`src/rtl/cdb_arbiter_if.sv`:
```
// cdb_arbiter_if
// Bundles the functional-unit request side and the common-data-bus
// broadcast side of the CDB arbiter into one interface.
//
// Signals:
//   req[3:0]          FU i holds a completed result (held until granted)
//   tag0..tag3        result tag of each FU, stable while its req is high
//   data0..data3      result value of each FU, stable while its req is high
//   cdb_ready         consumers can take a broadcast next cycle
//   grant[3:0]        one-hot combinational grant back to the FUs
//   cdb_valid         registered broadcast strobe
//   cdb_sel[1:0]      registered index of the broadcasting FU
//   cdb_tag           registered broadcast tag
//   cdb_data          registered broadcast value
//   bcast_cnt[15:0]   saturating count of broadcasts since reset
//
// Modports:
//   master  the FU / consumer side (drives requests, observes the bus)
//   slave   the arbiter side
interface cdb_arbiter_if #(
  parameter int TAG_W  = 4,
  parameter int DATA_W = 32
);
  logic [3:0]        req;
  logic [TAG_W-1:0]  tag0;
  logic [TAG_W-1:0]  tag1;
  logic [TAG_W-1:0]  tag2;
  logic [TAG_W-1:0]  tag3;
  logic [DATA_W-1:0] data0;
  logic [DATA_W-1:0] data1;
  logic [DATA_W-1:0] data2;
  logic [DATA_W-1:0] data3;
  logic              cdb_ready;
  logic [3:0]        grant;
  logic              cdb_valid;
  logic [1:0]        cdb_sel;
  logic [TAG_W-1:0]  cdb_tag;
  logic [DATA_W-1:0] cdb_data;
  logic [15:0]       bcast_cnt;

  modport master (
    output req, tag0, tag1, tag2, tag3, data0, data1, data2, data3, cdb_ready,
    input  grant, cdb_valid, cdb_sel, cdb_tag, cdb_data, bcast_cnt
  );

  modport slave (
    input  req, tag0, tag1, tag2, tag3, data0, data1, data2, data3, cdb_ready,
    output grant, cdb_valid, cdb_sel, cdb_tag, cdb_data, bcast_cnt
  );
endinterface

```
`src/rtl/cdb_arbiter.sv`:
```
// cdb_arbiter
// Common-data-bus arbiter for the Tomasulo core. Picks one of up to four
// functional units holding a completed result each cycle, grants it
// combinationally and registers the broadcast (valid, sel, tag, data) one
// cycle later toward the reservation stations and register status table.
//
// Ports:
//   clk   clock, all state updates on the rising edge
//   rst   synchronous active-high reset
//   bus   cdb_arbiter_if.slave (requests, tags, data, cdb_ready in;
//         grant, cdb_valid, cdb_sel, cdb_tag, cdb_data, bcast_cnt out)
//
// Configuration macro:
//   CDB_ROUND_ROBIN_EN  defined   -> rotating priority via a 2-bit pointer
//                       undefined -> fixed priority, FU 0 highest
module cdb_arbiter #(
  parameter int TAG_W  = 4,
  parameter int DATA_W = 32
) (
  input logic          clk,
  input logic          rst,
  cdb_arbiter_if.slave bus
);

  // Highest-priority FU for this cycle's search.
  logic [1:0] ptr;

`ifdef CDB_ROUND_ROBIN_EN
  logic [1:0] ptr_q;
  logic [1:0] ptr_d;
  assign ptr = ptr_q;
`else
  assign ptr = 2'd0;
`endif

  logic              cdbValid_q, cdbValid_d;
  logic [1:0]        cdbSel_q,   cdbSel_d;
  logic [TAG_W-1:0]  cdbTag_q,   cdbTag_d;
  logic [DATA_W-1:0] cdbData_q,  cdbData_d;
  logic [15:0]       bcastCnt_q, bcastCnt_d;

  logic       found;
  logic [1:0] winnerIdx;
  logic [1:0] cand;
  logic       grantEn;

  logic [TAG_W-1:0]  winTag;
  logic [DATA_W-1:0] winData;

  // Walk ptr, ptr+1, ptr+2, ptr+3 (mod 4) and stop at the first requester.
  // The 2-bit add wraps naturally, so FU 3 is followed by FU 0.
  always_comb begin
    found     = 1'b0;
    winnerIdx = 2'd0;
    cand      = 2'd0;
    for (int k = 0; k < 4; k++) begin
      cand = ptr + 2'(k);
      if (!found && bus.req[cand]) begin
        found     = 1'b1;
        winnerIdx = cand;
      end
    end
  end

  // A grant needs a requester, room downstream and no reset this cycle.
  assign grantEn   = found & bus.cdb_ready & ~rst;
  assign bus.grant = grantEn ? (4'b0001 << winnerIdx) : 4'b0000;

  // Steer the winning FU's result onto the broadcast path.
  always_comb begin
    winTag  = bus.tag0;
    winData = bus.data0;
    case (winnerIdx)
      2'd0: begin winTag = bus.tag0; winData = bus.data0; end
      2'd1: begin winTag = bus.tag1; winData = bus.data1; end
      2'd2: begin winTag = bus.tag2; winData = bus.data2; end
      2'd3: begin winTag = bus.tag3; winData = bus.data3; end
      default: begin winTag = bus.tag0; winData = bus.data0; end
    endcase
  end

  // Next-state for the broadcast register. Without a grant the strobe
  // drops but sel/tag/data keep the last broadcast so consumers never see
  // stray values on an idle bus.
  always_comb begin
    cdbValid_d = grantEn;
    cdbSel_d   = cdbSel_q;
    cdbTag_d   = cdbTag_q;
    cdbData_d  = cdbData_q;
    bcastCnt_d = bcastCnt_q;
`ifdef CDB_ROUND_ROBIN_EN
    ptr_d      = ptr_q;
`endif
    if (grantEn) begin
      cdbSel_d  = winnerIdx;
      cdbTag_d  = winTag;
      cdbData_d = winData;
      if (bcastCnt_q != 16'hFFFF) begin
        bcastCnt_d = bcastCnt_q + 16'd1;
      end
`ifdef CDB_ROUND_ROBIN_EN
      ptr_d = winnerIdx + 2'd1;
`endif
    end
  end

  // State registers with synchronous reset; pending requests are not
  // remembered across reset, they simply re-arbitrate afterwards.
  always_ff @(posedge clk) begin
    if (rst) begin
      cdbValid_q <= 1'b0;
      cdbSel_q   <= 2'd0;
      cdbTag_q   <= '0;
      cdbData_q  <= '0;
      bcastCnt_q <= 16'd0;
`ifdef CDB_ROUND_ROBIN_EN
      ptr_q      <= 2'd0;
`endif
    end else begin
      cdbValid_q <= cdbValid_d;
      cdbSel_q   <= cdbSel_d;
      cdbTag_q   <= cdbTag_d;
      cdbData_q  <= cdbData_d;
      bcastCnt_q <= bcastCnt_d;
`ifdef CDB_ROUND_ROBIN_EN
      ptr_q      <= ptr_d;
`endif
    end
  end

  assign bus.cdb_valid = cdbValid_q;
  assign bus.cdb_sel   = cdbSel_q;
  assign bus.cdb_tag   = cdbTag_q;
  assign bus.cdb_data  = cdbData_q;
  assign bus.bcast_cnt = bcastCnt_q;

endmodule

```
`src/flat_wrapper.sv`:
```
// flat-port wrapper written by rule: the top's interface ports become plain ports
module cdb_arbiter_flat 
#(
  parameter int TAG_W  = 4,
  parameter int DATA_W = 32
)
  (clk, rst, bus_req, bus_tag0, bus_tag1, bus_tag2, bus_tag3, bus_data0, bus_data1, bus_data2, bus_data3, bus_cdb_ready, bus_grant, bus_cdb_valid, bus_cdb_sel, bus_cdb_tag, bus_cdb_data, bus_bcast_cnt);
  cdb_arbiter_if #(.TAG_W(TAG_W), .DATA_W(DATA_W)) bus_i ();
  input logic clk;
  input logic rst;
  input wire logic [$bits(bus_i.req)-1:0] bus_req;
  input wire logic [$bits(bus_i.tag0)-1:0] bus_tag0;
  input wire logic [$bits(bus_i.tag1)-1:0] bus_tag1;
  input wire logic [$bits(bus_i.tag2)-1:0] bus_tag2;
  input wire logic [$bits(bus_i.tag3)-1:0] bus_tag3;
  input wire logic [$bits(bus_i.data0)-1:0] bus_data0;
  input wire logic [$bits(bus_i.data1)-1:0] bus_data1;
  input wire logic [$bits(bus_i.data2)-1:0] bus_data2;
  input wire logic [$bits(bus_i.data3)-1:0] bus_data3;
  input wire logic [$bits(bus_i.cdb_ready)-1:0] bus_cdb_ready;
  output wire logic [$bits(bus_i.grant)-1:0] bus_grant;
  output wire logic [$bits(bus_i.cdb_valid)-1:0] bus_cdb_valid;
  output wire logic [$bits(bus_i.cdb_sel)-1:0] bus_cdb_sel;
  output wire logic [$bits(bus_i.cdb_tag)-1:0] bus_cdb_tag;
  output wire logic [$bits(bus_i.cdb_data)-1:0] bus_cdb_data;
  output wire logic [$bits(bus_i.bcast_cnt)-1:0] bus_bcast_cnt;
  assign bus_i.req = bus_req;
  assign bus_i.tag0 = bus_tag0;
  assign bus_i.tag1 = bus_tag1;
  assign bus_i.tag2 = bus_tag2;
  assign bus_i.tag3 = bus_tag3;
  assign bus_i.data0 = bus_data0;
  assign bus_i.data1 = bus_data1;
  assign bus_i.data2 = bus_data2;
  assign bus_i.data3 = bus_data3;
  assign bus_i.cdb_ready = bus_cdb_ready;
  assign bus_grant = bus_i.grant;
  assign bus_cdb_valid = bus_i.cdb_valid;
  assign bus_cdb_sel = bus_i.cdb_sel;
  assign bus_cdb_tag = bus_i.cdb_tag;
  assign bus_cdb_data = bus_i.cdb_data;
  assign bus_bcast_cnt = bus_i.bcast_cnt;
  cdb_arbiter #(.TAG_W(TAG_W), .DATA_W(DATA_W)) u_core (.clk(clk), .rst(rst), .bus(bus_i));
endmodule
```
`config.mk`:
```
export PLATFORM = sky130hd
export DESIGN_NAME = cdb_arbiter_flat
export DESIGN_NICKNAME = d
export VERILOG_FILES = /design/src/rtl/cdb_arbiter_if.sv /design/src/rtl/cdb_arbiter.sv /design/src/flat_wrapper.sv
export SDC_FILE = /design/constraint.sdc
export NUM_CORES = 1
export LEC_CHECK = 0
export ABC_AREA = 1
export ABC_CLOCK_PERIOD_IN_PS = 3000
export CAP_MARGIN = 5
export CELL_PAD_IN_SITES_DETAIL_PLACEMENT = 1
export CELL_PAD_IN_SITES_GLOBAL_PLACEMENT = 1
export CORE_UTILIZATION = 26
export DETAILED_ROUTE_END_ITERATION = 12
export GPL_TIMING_DRIVEN = 0
export PLACE_DENSITY = 0.86
export SLEW_MARGIN = 10
export SYNTH_ARGS = -nofsm -noshare
export SYNTH_HDL_FRONTEND = slang
export SYNTH_SLANG_ARGS = --single-unit
```
`constraint.sdc`:
```
create_clock -name clk -period 3 [get_ports clk]
set_clock_uncertainty 0.2 [all_clocks]
set_input_delay 0.3 -clock clk [delete_from_list [all_inputs] [get_ports clk]]
set_output_delay 0.3 -clock clk [all_outputs]
set_load 0.02 [all_outputs]
```
==> results.json <==
{
  "cp_data_required_time_ps": 2500,
  "syn_area_mm2": 0.00354,
  "synthFlopType": "dfxtp_1",
  "via_per_inst": 4.57,
  "drt_iter0_drc": 168,
  "drc": 0,
  "synthTopCellsByCount": "nand2_1 (275), nor2_1 (103), dfxtp_1 (55)",
  "grt_overflow": 0,
  "htree_levels": 2,
  "grt.total_usage_pct": 21.4,
  "end_kind": "output pin",
  "antenna_left": 0,
  "num-nets-final": 973,
  "dpl_worst_slack_ps": -27.8,
  "rows": 42,
  "io_buffers": 208,
  "synth_top_area_cell": "dfxtp_1",
  "status": "finished clean",
  "grt_max_degree": 16,
  "p_leak_nw": 2.54,
  "die_w_um": 119,
  "yosysUniqueCellTypes": 23,
  "ys_ff_latch": 55,
  "cp-start-kind": "input port",
  "hold_viol_final": 0,
  "antenna_found_initial": 0,
  "fin_ws_ps": 178,
  "slew_headroom_pct": 65.6,
  "place.gp.congestion": 0.785,
  "post-route-period-util_pct": 94.1,
  "slew_violations": 0,
  "die_h_um": 119,
  "avgRoutedWirePerCell_um": 15.0,
  "root_buffer": "clkbuf_16",
  "cts_tree": "yes",
  "clk_pin_slew_ps": 70,
  "ios": 210,
  "place_inst": 989,
  "ir_drop_uv": 216,
  "yosysWarnings": 0,
  "cts_buffers": 5,
  "dp_hpwl_um": 11700,
  "synth_top_area_share_pct": 31.1,
  "seq_area_frac_synth_pct": 31.1,
  "clk_latency_ps": 300,
  "arrival_ps": 2320,
  "grt_pass1_wl_um": 23700,
  "powerDensity_mw_per_mm2": 335,
  "hold_ws_ps": 60.8,
  "synth_nets": 757,
  "instances_no_fill": 998,
  "dr.pass1.iters": 4,
  "drv_cap": 0,
  "synth.most_common_cell": "nand2_1",
  "clock_sinks": 55,
  "num_antenna_cells": 0,
  "clk_path_buf_depth": 2,
  "tightestPinTransition_ps": 516,
  "fin_setup_tns_ps": 0,
  "setup_viol": 0,
  "criticalPathCategory": "input port to output pin",
  "coreArea_mm2": 0.0132,
  "period_needed_ps": 2820,
  "wirelength_um": 14900,
  "syn2layout_area_growth_pct": 69.4,
  "syn_inst": 605,
  "grt_pass1_vias": 4689,
  "min_path_type": "input port to register",
  "worstPathMaxFanout": 10,
  "synth.avg_cell_area_um2": 5.85,
  "synth_area_leaders": "dfxtp_1 (31%), nand2_1 (29%), nor2_1 (11%)",
  "dr_total_vias": 4558,
  "ctsHoldBuffers": 0,
  "initial_core_util_pct": 26.7,
  "drive_above_1_share_pct": 5.84,
  "rsz0062_at_grt": "false",
  "dieArea_mm2": 0.0141,
  "fmax_mhz": 354,
  "async_flop_share_pct": 0,
  "synth-edff-count": 0
}
timing repair:
action / 4_1_cts / 5_1_grt
pin swaps: 0 / 1
cloned: 0 / 0
setup buffers: 0 / 1
resized for setup: 1 / 3
setup endpoints to repair: 1 / 4
routing by layer:
metal	track usage, %	vias up	wire length [um]
li1	-	2322	-
met4	4.27	0	201
met3	6.76	16	1060
met2	38.2	147	7280
met1	25.0	2073	6400
met5	0	-	0
layout make-up:
class	instances	area, um^2
fill	1769	7250
multi-input combinational	499	2180
timing repair buffer	209	2090
sequential	55	1100
tap	176	220
buffer	32	191
clock buffer	7	133
inverter	19	71.3
clock inverter	1	5.00
path summary, 6_finish.rpt:
path / startpoint / endpoint / slack [ps] / cells past startpoint
worst max-delay path: bus_req[2] / bus_grant[0] / 180 / 6
worst min-delay path: rst / u_core.bus.bcast_cnt[14]$_SDFFE_PP0P_ / 60 / 2
worst max register to register: u_core.bus.bcast_cnt[1]$_SDFFE_PP0P_ / u_core.bus.bcast_cnt[3]$_SDFFE_PP0P_ / 1020 / 10
worst min register to register: u_core.bus.cdb_data[30]$_SDFFE_PP0P_ / u_core.bus.cdb_data[30]$_SDFFE_PP0P_ / 250 / 2
cell usage in the layout, fill, tap and decap left out, types with 2 or more instances in the layout:
| master | n |
|---|---|
| nor2_4 | 2 |
| clkbuf_1 | 3 |
| a21oi_1 | 13 |
| o21ai_0 | 9 |
| clkdlybuf4s50_1 | 207 |
| dfxtp_1 | 55 |
| buf_6 | 4 |
| buf_4 | 3 |
| nor2_1 | 103 |
| nand3b_1 | 38 |
| buf_2 | 23 |
| nand2_2 | 4 |
| clkinv_1 | 2 |
| nand2_1 | 274 |
| nand3_1 | 46 |
| clkbuf_16 | 5 |
| inv_1 | 16 |
| nand4_1 | 4 |
worst max-delay path: stages:
cell	delay, ps
clkdlybuf4s50_1	500
o21ai_0	320
nand2_2	220
buf_2	250
nor2_1	110
clkdlybuf4s50_1	610
metrics by stage:
stage / area, um^2 / power (mW) / util (%)
floorplan: 3540 / 1.06 / -
global placement: 5840 / 1.42 / 44.1
detailed placement: 5840 / 1.43 / 44.1
CTS: 5980 / 2.03 / 45.2
global route: 5990 / 2.11 / 45.3
finish: 5990 / 2.01 / 45.3
flip-flops by register name (all words and copies together), names as in the netlist:
register / cells
u_core.bus.cdb_data: 32
u_core.bus.bcast_cnt: 16
u_core.bus.cdb_tag: 4
u_core.bus.cdb_sel: 2
u_core.bus.cdb_valid: 1
cells by family (layout without fill, tap and decap cells):
group	count (synthesis)	in the layout	share of synthesized area, %
xor+xnor	2	2	0.495
compound gates	22	22	3.11
buf+inv	51	268	7.32
flops	55	55	31.1
simple gates	474	474	57.6
fa+ha+maj	1	1	0.354
where the power goes:
group,switching [mW],internal (mW)
sequential,0.0245,0.773
combinational,0.281,0.330
clock,0.287,0.311
total,0.592,1.41
Power figures use the tool's default switching activity.
